--- src/rtl/om_port_arbiter.sv ---
// Three-requester arbiter onto a single output-memory port, with owner tags steering read returns.
// Define OM_ARB_ROUND_ROBIN_EN for round-robin arbitration; the default build is fixed priority 0 > 1 > 2.
module om_port_arbiter #(
   parameter int unsigned ADDR_W = 13,
   parameter int unsigned DATA_W = 32,
   parameter int unsigned RD_LAT = 2
) (
   input  logic              iClk,
   input  logic              iReset,
   input  logic              iWr_req0,
   input  logic [ADDR_W-1:0] iAddr0,
   input  logic [DATA_W-1:0] iData0,
   input  logic              iRd_req1,
   input  logic [ADDR_W-1:0] iAddr1,
   input  logic              iRd_req2,
   input  logic [ADDR_W-1:0] iAddr2,
   output logic [2:0]        oGnt,
   output logic              oOM_rd,
   output logic              oOM_wr,
   output logic [ADDR_W-1:0] oOM_addr,
   output logic [DATA_W-1:0] oOM_wdata,
   input  logic [DATA_W-1:0] iOM_rdata,
   output logic [DATA_W-1:0] oRd_data,
   output logic              oValid1,
   output logic              oValid2,
   output logic              oIdle
);

   localparam int unsigned N_REQ = 3;
   localparam int unsigned TAG_W = 2;
   localparam int unsigned LAST  = RD_LAT - 1;
   localparam logic [TAG_W-1:0] TAG_NONE = 2'b00;

   logic [N_REQ-1:0]  req_c;
   logic [N_REQ-1:0]  gnt_c;
   logic              om_rd_q, om_rd_d;
   logic              om_wr_q, om_wr_d;
   logic [ADDR_W-1:0] addr_q, addr_d;
   logic [DATA_W-1:0] wdata_q, wdata_d;
   logic [TAG_W-1:0]  issue_tag_q, issue_tag_d;
   logic [TAG_W-1:0]  tag_q [RD_LAT];
   logic [TAG_W-1:0]  tag_d [RD_LAT];
   logic              tags_busy_c;

   assign req_c = {iRd_req2, iRd_req1, iWr_req0};

`ifdef OM_ARB_ROUND_ROBIN_EN
   localparam logic [1:0] PTR_0 = 2'd0;
   localparam logic [1:0] PTR_1 = 2'd1;
   localparam logic [1:0] PTR_2 = 2'd2;

   logic [1:0] ptr_q, ptr_d;

   // Search order starts at the pointer; pointer moves past the winner only on a grant
   always_comb begin
      gnt_c = '0;
      ptr_d = ptr_q;
      case (ptr_q)
         PTR_1: begin
            if      (req_c[1]) gnt_c = 3'b010;
            else if (req_c[2]) gnt_c = 3'b100;
            else if (req_c[0]) gnt_c = 3'b001;
         end
         PTR_2: begin
            if      (req_c[2]) gnt_c = 3'b100;
            else if (req_c[0]) gnt_c = 3'b001;
            else if (req_c[1]) gnt_c = 3'b010;
         end
         default: begin
            if      (req_c[0]) gnt_c = 3'b001;
            else if (req_c[1]) gnt_c = 3'b010;
            else if (req_c[2]) gnt_c = 3'b100;
         end
      endcase
      if (iReset) gnt_c = '0;
      if      (gnt_c[0]) ptr_d = PTR_1;
      else if (gnt_c[1]) ptr_d = PTR_2;
      else if (gnt_c[2]) ptr_d = PTR_0;
   end

   always_ff @(posedge iClk or posedge iReset) begin
      if (iReset) ptr_q <= PTR_0;
      else        ptr_q <= ptr_d;
   end
`else
   always_comb begin
      gnt_c = '0;
      if      (req_c[0]) gnt_c = 3'b001;
      else if (req_c[1]) gnt_c = 3'b010;
      else if (req_c[2]) gnt_c = 3'b100;
      if (iReset) gnt_c = '0;
   end
`endif

   // Granted transfer is registered onto the OM port; address and write data hold when idle
   always_comb begin
      om_wr_d     = gnt_c[0];
      om_rd_d     = gnt_c[1] | gnt_c[2];
      addr_d      = addr_q;
      wdata_d     = wdata_q;
      issue_tag_d = gnt_c[2:1];
      if (gnt_c[0]) begin
         addr_d  = iAddr0;
         wdata_d = iData0;
      end else if (gnt_c[1]) begin
         addr_d = iAddr1;
      end else if (gnt_c[2]) begin
         addr_d = iAddr2;
      end
   end

   // Owner tag follows the read strobe through RD_LAT stages to line up with iOM_rdata
   always_comb begin
      tag_d[0]    = issue_tag_q;
      tags_busy_c = 1'b0;
      for (int unsigned i = 1; i < RD_LAT; i++) tag_d[i] = tag_q[i-1];
      for (int unsigned i = 0; i < RD_LAT; i++) tags_busy_c = tags_busy_c | (tag_q[i] != TAG_NONE);
   end

   always_ff @(posedge iClk or posedge iReset) begin
      if (iReset) begin
         om_rd_q     <= 1'b0;
         om_wr_q     <= 1'b0;
         addr_q      <= '0;
         wdata_q     <= '0;
         issue_tag_q <= TAG_NONE;
         for (int unsigned i = 0; i < RD_LAT; i++) tag_q[i] <= TAG_NONE;
      end else begin
         om_rd_q     <= om_rd_d;
         om_wr_q     <= om_wr_d;
         addr_q      <= addr_d;
         wdata_q     <= wdata_d;
         issue_tag_q <= issue_tag_d;
         tag_q       <= tag_d;
      end
   end

   assign oGnt      = gnt_c;
   assign oOM_rd    = om_rd_q;
   assign oOM_wr    = om_wr_q;
   assign oOM_addr  = addr_q;
   assign oOM_wdata = wdata_q;
   assign oValid1   = tag_q[LAST][0];
   assign oValid2   = tag_q[LAST][1];
   assign oRd_data  = (oValid1 | oValid2) ? iOM_rdata : '0;
   assign oIdle     = ~(|req_c) & ~om_rd_q & ~om_wr_q & ~tags_busy_c;

endmodule

--- config.mk ---
export PLATFORM = sky130hd
export DESIGN_NAME = om_port_arbiter
export DESIGN_NICKNAME = d
export VERILOG_FILES = /design/src/rtl/om_port_arbiter.sv
export SDC_FILE = /design/constraint.sdc
export NUM_CORES = 1
export LEC_CHECK = 0
export ABC_AREA = 1
export CAP_MARGIN = 40
export CORE_MARGIN = 5
export CORE_UTILIZATION = 31
export DETAILED_ROUTE_END_ITERATION = 12
export PLACE_DENSITY = 0.9
export SLEW_MARGIN = 20
export SYNTH_ARGS = -nofsm -noshare
export SYNTH_HDL_FRONTEND = slang
export SYNTH_SLANG_ARGS = --single-unit
--- constraint.sdc ---
create_clock -name iClk -period 1.4 [get_ports iClk]
set_input_delay 0.14 -clock iClk [delete_from_list [all_inputs] [get_ports iClk]]
set_output_delay 0.14 -clock iClk [all_outputs]
set_load 0.02 [all_outputs]
==> run_summary.xml, run 1 <==
<?xml version="1.0" encoding="UTF-8"?>
<metrics>
  <group name="outcome">
    <metric name="violations" unit="">setup timing</metric>
    <metric name="run_status" unit="">complete, but fails checks</metric>
  </group>
  <group name="clock_tree">
    <metric name="cts-buffers-inserted" unit="">5</metric>
    <metric name="worst_setup_hold_path_clk_slew" unit="ps">100</metric>
    <metric name="clock_tree.buffer_depth" unit="">2</metric>
    <metric name="cts_htree_levels" unit="">2</metric>
    <metric name="clock_sink_count" unit="">53</metric>
    <metric name="clock_insertion_delay_worst_skew" unit="ps">290</metric>
    <metric name="cts_root_buffer" unit="">clkbuf_8</metric>
    <metric name="cts_tree" unit="">done</metric>
  </group>
  <group name="worst_setup_path">
    <metric name="reg2reg_depth" unit="">2</metric>
    <metric name="path_max_fanout" unit="">6</metric>
    <metric name="crit_chain" unit="">nor2_4, buf_12, buf_8, buf_4, nor2_2, buf_6</metric>
    <metric name="critical_path.startpoint_type" unit="">flop</metric>
    <metric name="crit-reg2reg-launch" unit="">oOM_wdata[3]$_DFFE_PP0P_</metric>
    <metric name="critical_path.slowest_cell" unit="">dfrtp_1</metric>
    <metric name="critPathMaxStageDelay" unit="ps">420</metric>
    <metric name="crit_arrival" unit="ps">1420</metric>
    <metric name="timing_worst_setup_path_type" unit="">reg2out</metric>
    <metric name="element_type_at_the_critical_path_end" unit="">output port</metric>
    <metric name="timing.rr.end" unit="">oOM_wdata[3]$_DFFE_PP0P_</metric>
    <metric name="worst-endpoint-required" unit="ps">1260</metric>
    <metric name="ff2ff_setup_slack" unit="ps">750</metric>
  </group>
  <group name="drt">
    <metric name="vias" unit="">2997</metric>
    <metric name="vias_per_cell" unit="">4.48</metric>
    <metric name="first_pass_iters" unit="">4</metric>
    <metric name="routedWlPerCell" unit="um">15.0</metric>
    <metric name="final_antenna_net_count" unit="">0</metric>
    <metric name="dr.first_iter.drc_count" unit="">95</metric>
    <metric name="post_route_drc" unit="">0</metric>
    <metric name="finalWirelength" unit="mm">10.1</metric>
  </group>
  <group name="floorplan">
    <metric name="core_area" unit="um2">8130</metric>
    <metric name="initial_utilization" unit="%">31.4</metric>
    <metric name="dieArea" unit="um2">10200</metric>
    <metric name="pin_count" unit="">193</metric>
    <metric name="die_width" unit="um">101</metric>
    <metric name="number_of_core_rows" unit="">33</metric>
    <metric name="die-height" unit="um">101</metric>
  </group>
  <group name="placement">
    <metric name="globalplace.congestion" unit="">0.851</metric>
    <metric name="preCtsSetupSlack" unit="ps">-403</metric>
    <metric name="place_area" unit="um2">4640</metric>
    <metric name="port_buffers" unit="">192</metric>
    <metric name="dp_hpwl" unit="mm">7.25</metric>
  </group>
  <group name="synthesis">
    <metric name="synthesis.nets" unit="">459</metric>
    <metric name="synthesis.area_per_instance" unit="um2">7.29</metric>
    <metric name="ys_seq_area_share" unit="%">51.9</metric>
    <metric name="postSynthRegisterBits" unit="">53</metric>
    <metric name="syn-cell-area" unit="um2">2560</metric>
    <metric name="yosys_warnings" unit="">0</metric>
    <metric name="ys_types" unit="">16</metric>
    <metric name="synthesis.instances" unit="">351</metric>
  </group>
  <group name="grt">
    <metric name="number_of_antenna_violations_at_the_first_check_in_global_routing" unit="">0</metric>
    <metric name="grt_start_max_net_pins" unit="">46</metric>
    <metric name="grt_overflow_total" unit="">0</metric>
    <metric name="via_count_of_the_first_global_routing_pass" unit="">3111</metric>
    <metric name="global_route_wire_length_before_repair" unit="mm">15.5</metric>
    <metric name="gr-usage-all-layers" unit="%">19.2</metric>
  </group>
  <group name="timing">
    <metric name="timing_worst_slew_pin_value" unit="ps">388</metric>
    <metric name="fmaxAchievable" unit="MHz">641</metric>
    <metric name="rsz_0062_raised_after_global_routing" unit="">true</metric>
    <metric name="finalClockSkew" unit="ps">0.344</metric>
    <metric name="finalSetupViolCount" unit="">33</metric>
    <metric name="fin_crit" unit="ps">1560</metric>
    <metric name="postLayoutSetupSlackWorst" unit="ps">-161</metric>
    <metric name="report.final.hold_viol_count" unit="">0</metric>
    <metric name="timing.final.max_slew_violations" unit="">0</metric>
    <metric name="final_min_period_over_clock_period" unit="%">112</metric>
    <metric name="slew_headroom" unit="%">74.1</metric>
    <metric name="fin_hold_ws" unit="ps">46.2</metric>
  </group>
  <group name="layout">
    <metric name="final_util" unit="%">60.0</metric>
    <metric name="drive_gt1_share" unit="%">18.6</metric>
    <metric name="area_delta_synth_final" unit="%">90.8</metric>
    <metric name="insertedDiodeCount" unit="">0</metric>
    <metric name="design_area" unit="um2">4880</metric>
    <metric name="post_layout_net_count" unit="">671</metric>
    <metric name="num-fill-cells" unit="">671</metric>
  </group>
  <group name="run">
    <metric name="cap_violations" unit="">0</metric>
  </group>
  <group name="pwr">
    <metric name="leakage" unit="nW">2.66</metric>
    <metric name="cellPowerDensity" unit="nW/um2">832</metric>
    <metric name="ir_worst_vdd" unit="uV">436</metric>
  </group>
  <group name="hold_path">
    <metric name="timing.hold.worst.class" unit="">in2async</metric>
  </group>
</metrics>
==> layout make-up <==
type                            instances  area [um2]  share of cell area, %
Clock buffer                            5        68.8                   1.41
Inverter                               38         145                   2.98
Multi-Input combinational cell        244        1070                   21.9
Sequential cell                        53        1330                   27.2
Clock inverter                          3        17.5                  0.359
Timing Repair Buffer                  221        2120                   43.5
Tap cell                              105         131                   2.69
==> sequential cells by signal, indices dropped and copies added, names as in the netlist <==
signal / cells
oOM_rd: 1
oValid1: 1
oOM_addr: 13
oOM_wdata: 32
tag_d: 2
oValid2: 1
issue_tag_q: 2
oOM_wr: 1
==> how the worst max path moves through the flow <==
stage	start	end	slack, ps	depth (start not counted)
finish	oValid1$_DFF_PP0_	oRd_data[31]	-160	6
global route	oValid1$_DFF_PP0_	oRd_data[31]	-220	6
CTS	oValid1$_DFF_PP0_	oRd_data[31]	-130	6
detailed placement	iWr_req0	oIdle	-400	5
global placement	iRd_req1	oGnt[2]	-380	5
floorplan	oValid2$_DFF_PP0_	oRd_data[10]	100	3
==> critical path: cells and delay by family (launching register included) <==
family / cells / cell delay (ps)
flops: 1 / 420
simple gates: 2 / 210
buf+inv: 4 / 490
==> repair_timing <==
action                     4_1_cts  5_1_grt
hold endpoints to repair         0       22
buffers inserted                 9        0
cloned                           4        0
setup endpoints to repair       85       49
hold buffers                     0        1
gates resized for setup        254        7
pin swaps                        2        1
==> per-stage QoR <==
| stage | setup TNS, ps | std cells | total power [mW] |
|---|---|---|---|
| after detailed placement | -13020 | 647 | 3.30 |
| after floorplan | 0 | 351 | 2.43 |
| after global routing | -5030 | 669 | 4.30 |
| after CTS | -2290 | 668 | 4.08 |
| after global placement | -11600 | 647 | 3.26 |
| final | -2990 | 669 | 4.06 |
==> power by group <==
group | switching [mW] | internal [mW] | leakage, nW | total, mW
combinational | 0.738 | 0.678 | 1.95 | 1.42
sequential | 0.0975 | 1.70 | 0.664 | 1.80
clock | 0.497 | 0.347 | 0.0439 | 0.844
==> routing by layer <==
layer	track usage [%]	vias to the layer above	wire, um	part of all wire [%]
met5	0	-	0	0
met2	35.1	139	5330	53
li1	-	1456	-	-
met1	21.7	1398	3690	37
met3	6.09	4	984	9.8
met4	3.94	0	49	0.49
==> cell usage in the layout, fill, tap and decap left out, drive strengths merged <==
| cell | Yosys | routed |
|---|---|---|
| buf | 12 | 58 |
| clkbuf | 4 | 5 |
| clkdlybuf4s15 | 0 | 6 |
| clkdlybuf4s50 | 0 | 105 |
| clkinv | 0 | 2 |
| clkinvlp | 0 | 1 |
| dfrtp | 53 | 53 |
| dlygate4sd2 | 0 | 51 |
| dlymetal6s2s | 0 | 1 |
| inv | 38 | 38 |
| nand2 | 152 | 152 |
| nand3 | 27 | 27 |
| nand3b | 1 | 1 |
| nand4 | 1 | 1 |
| nor2 | 63 | 63 |
==> synthesized netlist by cell type <==
| library cell | n | share of area [%] |
|---|---|---|
| buf_2 | 9 | 1.8 |
| buf_4 | 1 | 0.29 |
| buf_6 | 2 | 0.88 |
| clkbuf_1 | 4 | 0.59 |
| dfrtp_1 | 53 | 52 |
| inv_1 | 35 | 5.1 |
| inv_2 | 3 | 0.44 |
| nand2_1 | 150 | 22 |
| nand2_2 | 1 | 0.24 |
| nand2_4 | 1 | 0.44 |
| nand3_1 | 27 | 5.3 |
| nand3b_4 | 1 | 0.78 |
| nand4_1 | 1 | 0.24 |
| nor2_1 | 57 | 8.4 |
| nor2_2 | 5 | 1.2 |
| nor2_4 | 1 | 0.44 |
==> cell families (layout without fill, tap and decap cells) <==
kind of cell,Yosys count,after routing,share of synthesized area [%]
AND/OR/NAND/NOR,244,244,39.0
flip-flops,53,53,51.9
buffers and inverters,54,267,9.10
Note: power is estimated with default switching activity, not from simulation.
==> run 2, diff against run 1 <==
--- a/config.mk
+++ b/config.mk
@@ -11,6 +11,9 @@
 export CORE_UTILIZATION = 31
 export DETAILED_ROUTE_END_ITERATION = 12
 export PLACE_DENSITY = 0.9
+export SETUP_SLACK_MARGIN = 0.3
+export SKIP_CTS_REPAIR_TIMING = 1
+export SKIP_LAST_GASP = 1
 export SLEW_MARGIN = 20
 export SYNTH_ARGS = -nofsm -noshare
 export SYNTH_HDL_FRONTEND = slang
==> run 2 against run 1 <==
The flow still finishes with violations (setup timing). Non-clock buffer count down 11. Via count down 0.20%. Critical path depth down 2. Wire length down 5.3%. First-iteration DRC count down 14%. Count of clock-buffer cells in the layout unchanged. Hold slack worse by 34 ps. Global-route usage down 1.5 points. Final cell count down 1.6%. Critical path type unchanged.
==> run_summary.xml, run 2 (same netlist as run 1, synthesis figures left out) <==
<?xml version="1.0" encoding="UTF-8"?>
<metrics>
  <group name="worst_setup_path">
    <metric name="crit_chain" unit="">nor2_4, buf_12, nor2_1, dlymetal6s2s_1</metric>
    <metric name="critPathMaxStageDelay" unit="ps">420</metric>
    <metric name="path_max_fanout" unit="">31</metric>
    <metric name="element_type_at_the_critical_path_end" unit="">output port</metric>
    <metric name="crit_arrival" unit="ps">1330</metric>
    <metric name="critical_path.slowest_cell" unit="">dfrtp_1</metric>
    <metric name="path_buf_inv" unit="">2</metric>
    <metric name="crit-reg2reg-launch" unit="">oOM_wdata[30]$_DFFE_PP0P_</metric>
    <metric name="worst-endpoint-required" unit="ps">1260</metric>
    <metric name="timing.critical_path.max_delay_family" unit="">flip-flops</metric>
    <metric name="critical_path.startpoint_type" unit="">flop</metric>
    <metric name="critical_path.startpoint" unit="">oValid1$_DFF_PP0_</metric>
    <metric name="timing_worst_setup_path_type" unit="">reg2out</metric>
  </group>
  <group name="pwr">
    <metric name="pwr-share-clk" unit="%">21.6</metric>
    <metric name="ir_worst_vdd" unit="uV">494</metric>
    <metric name="seq_power_share" unit="%">44.2</metric>
    <metric name="power" unit="mW">4.07</metric>
    <metric name="leakage" unit="nW">3.40</metric>
    <metric name="power_switching" unit="mW">1.32</metric>
    <metric name="cellPowerDensity" unit="nW/um2">833</metric>
    <metric name="combPwrFrac" unit="%">34.2</metric>
    <metric name="internal_power" unit="mW">2.75</metric>
    <metric name="switching_power_as_a_share_of_total_power" unit="%">32.4</metric>
  </group>
  <group name="timing">
    <metric name="finalClockSkew" unit="ps">0.552</metric>
    <metric name="report.final.hold_viol_count" unit="">0</metric>
    <metric name="timing_worst_slew_pin_value" unit="ps">378</metric>
    <metric name="final_min_period_over_clock_period" unit="%">105</metric>
    <metric name="postLayoutSetupSlackWorst" unit="ps">-71.0</metric>
    <metric name="fin_hold_ws" unit="ps">12.0</metric>
    <metric name="tns" unit="ps">-1410</metric>
    <metric name="finalSetupViolCount" unit="">32</metric>
    <metric name="timing.final.max_slew_violations" unit="">0</metric>
    <metric name="slew_headroom" unit="%">74.8</metric>
    <metric name="rsz_0062_raised_after_global_routing" unit="">true</metric>
    <metric name="fmaxAchievable" unit="MHz">680</metric>
    <metric name="fin_crit" unit="ps">1470</metric>
  </group>
  <group name="floorplan">
    <metric name="dieArea" unit="um2">10200</metric>
    <metric name="pin_count" unit="">193</metric>
    <metric name="initial_utilization" unit="%">31.4</metric>
    <metric name="core_area" unit="um2">8130</metric>
    <metric name="die_width" unit="um">101</metric>
    <metric name="number_of_core_rows" unit="">33</metric>
    <metric name="die-height" unit="um">101</metric>
  </group>
  <group name="drt">
    <metric name="vias" unit="">2991</metric>
    <metric name="dr.first_iter.drc_count" unit="">82</metric>
    <metric name="met1_length" unit="mm">3.44</metric>
    <metric name="post_route_drc" unit="">0</metric>
    <metric name="finalWirelength" unit="mm">9.52</metric>
    <metric name="route.met2.wl" unit="mm">5.01</metric>
    <metric name="detailroute.wirelength.met3" unit="um">799</metric>
    <metric name="first_pass_iters" unit="">4</metric>
    <metric name="vias_per_cell" unit="">4.55</metric>
    <metric name="top_layer" unit="">met4</metric>
    <metric name="final_antenna_net_count" unit="">0</metric>
    <metric name="routedWlPerCell" unit="um">14.5</metric>
  </group>
  <group name="clock_tree">
    <metric name="clock_sink_count" unit="">53</metric>
    <metric name="cts_tree" unit="">done</metric>
    <metric name="cts_root_buffer" unit="">clkbuf_8</metric>
    <metric name="clock_insertion_delay_worst_skew" unit="ps">300</metric>
    <metric name="worst_setup_hold_path_clk_slew" unit="ps">90</metric>
    <metric name="cts-buffers-inserted" unit="">5</metric>
    <metric name="clock_tree.buffer_depth" unit="">2</metric>
    <metric name="cts_htree_levels" unit="">2</metric>
  </group>
  <group name="grt">
    <metric name="grt_overflow_total" unit="">0</metric>
    <metric name="gr-usage-all-layers" unit="%">17.7</metric>
    <metric name="via_count_of_the_first_global_routing_pass" unit="">3115</metric>
    <metric name="global_route_wire_length_before_repair" unit="mm">14.6</metric>
    <metric name="number_of_antenna_violations_at_the_first_check_in_global_routing" unit="">0</metric>
    <metric name="grt_start_max_net_pins" unit="">34</metric>
  </group>
  <group name="placement">
    <metric name="globalplace.congestion" unit="">0.758</metric>
    <metric name="dp_hpwl" unit="mm">7.49</metric>
    <metric name="port_buffers" unit="">192</metric>
    <metric name="place_area" unit="um2">4690</metric>
    <metric name="place_inst" unit="">649</metric>
  </group>
  <group name="layout">
    <metric name="mostFrequentLayoutCell" unit="">nand2_1</metric>
    <metric name="insertedDiodeCount" unit="">0</metric>
    <metric name="post_layout_net_count" unit="">660</metric>
    <metric name="num-fill-cells" unit="">680</metric>
    <metric name="seqCellArea" unit="um2">1330</metric>
    <metric name="layoutNonFillerInstCount" unit="">658</metric>
    <metric name="drive_gt1_share" unit="%">11.0</metric>
    <metric name="design_area" unit="um2">4890</metric>
    <metric name="multiInputGateArea" unit="um2">1020</metric>
    <metric name="layout.cells.most_common_list" unit="">150 x nand2_1, 103 x clkdlybuf4s50_1, 69 x dlymetal6s2s_1</metric>
    <metric name="area_delta_synth_final" unit="%">91.1</metric>
    <metric name="largest_register_ff_count" unit="">32</metric>
  </group>
  <group name="hold_path">
    <metric name="timing.hold.worst.class" unit="">in2async</metric>
  </group>
  <group name="outcome">
    <metric name="run_status" unit="">complete, but fails checks</metric>
    <metric name="violations" unit="">setup timing</metric>
  </group>
  <group name="run">
    <metric name="cap_violations" unit="">0</metric>
  </group>
</metrics>
[run 2: changes by cell type in the layout (fill, tap and decap cells not counted), sizes merged]
cell,delta
inv,+2
clkdlybuf4s15,-6
clkdlybuf4s50,-2
clkbuf,+17
dlygate4sd2,-51
dlymetal6s2s,+68
clkinv,-2
buf,-37
[run 2: worst paths after layout]
check,cells after the start,endpoint,slack [ps]
setup reg to reg,2,oOM_wdata[30]$_DFFE_PP0P_,740
min in group iClk,3,issue_tag_q[1]$_DFF_PP0_,190
hold / removal,3,oOM_addr[1]$_DFFE_PP0P_,10
setup / recovery,4,oRd_data[30],-70
max in group asynchronous,4,oOM_wdata[27]$_DFFE_PP0P_,960
hold reg to reg,0,tag_d[0]$_DFF_PP0_,360
[run 2: cell type report]
| cell class | instances | share of cell area [%] |
|---|---|---|
| clock buffers | 5 | 1.41 |
| clock inverters | 3 | 0.512 |
| inverters | 38 | 3.02 |
| multi-input cells | 244 | 20.8 |
| flip-flops and latches | 53 | 27.1 |
| well taps | 105 | 2.69 |
| repair buffers | 210 | 44.4 |
[run 2: power by group through the flow]
stage / logic (mW) / clock network (mW) / registers (mW)
finish: 1.39 / 0.879 / 1.80
global route: 1.51 / 0.985 / 1.82
CTS: 1.49 / 0.919 / 1.80
detailed placement: 1.49 / 0 / 1.83
global placement: 1.46 / 0 / 1.82
floorplan: 0.402 / 0 / 2.04
[run 2: routing by layer]
layer	vias to the layer above	global-route usage, %
met2	138	32.9
met5	-	0
li1	1435	-
met4	0	6.84
met1	1393	19.1
met3	25	4.29
[run 2: metrics by stage]
| step | util, % | worst slack (ps) |
|---|---|---|
| 3_5_place_dp | 57.6 | -355 |
| 4_1_cts | 58.8 | -456 |
| 5_1_grt | 60.1 | -152 |
| 2_1_floorplan | - | 251 |
| 6_report | 60.1 | -71.0 |
| 3_3_place_gp | 57.6 | -309 |
[run 2: tightest hold or removal path, stage by stage]
cell and delay, ps:
dlymetal6s2s_1 190, inv_6 90, buf_4 290
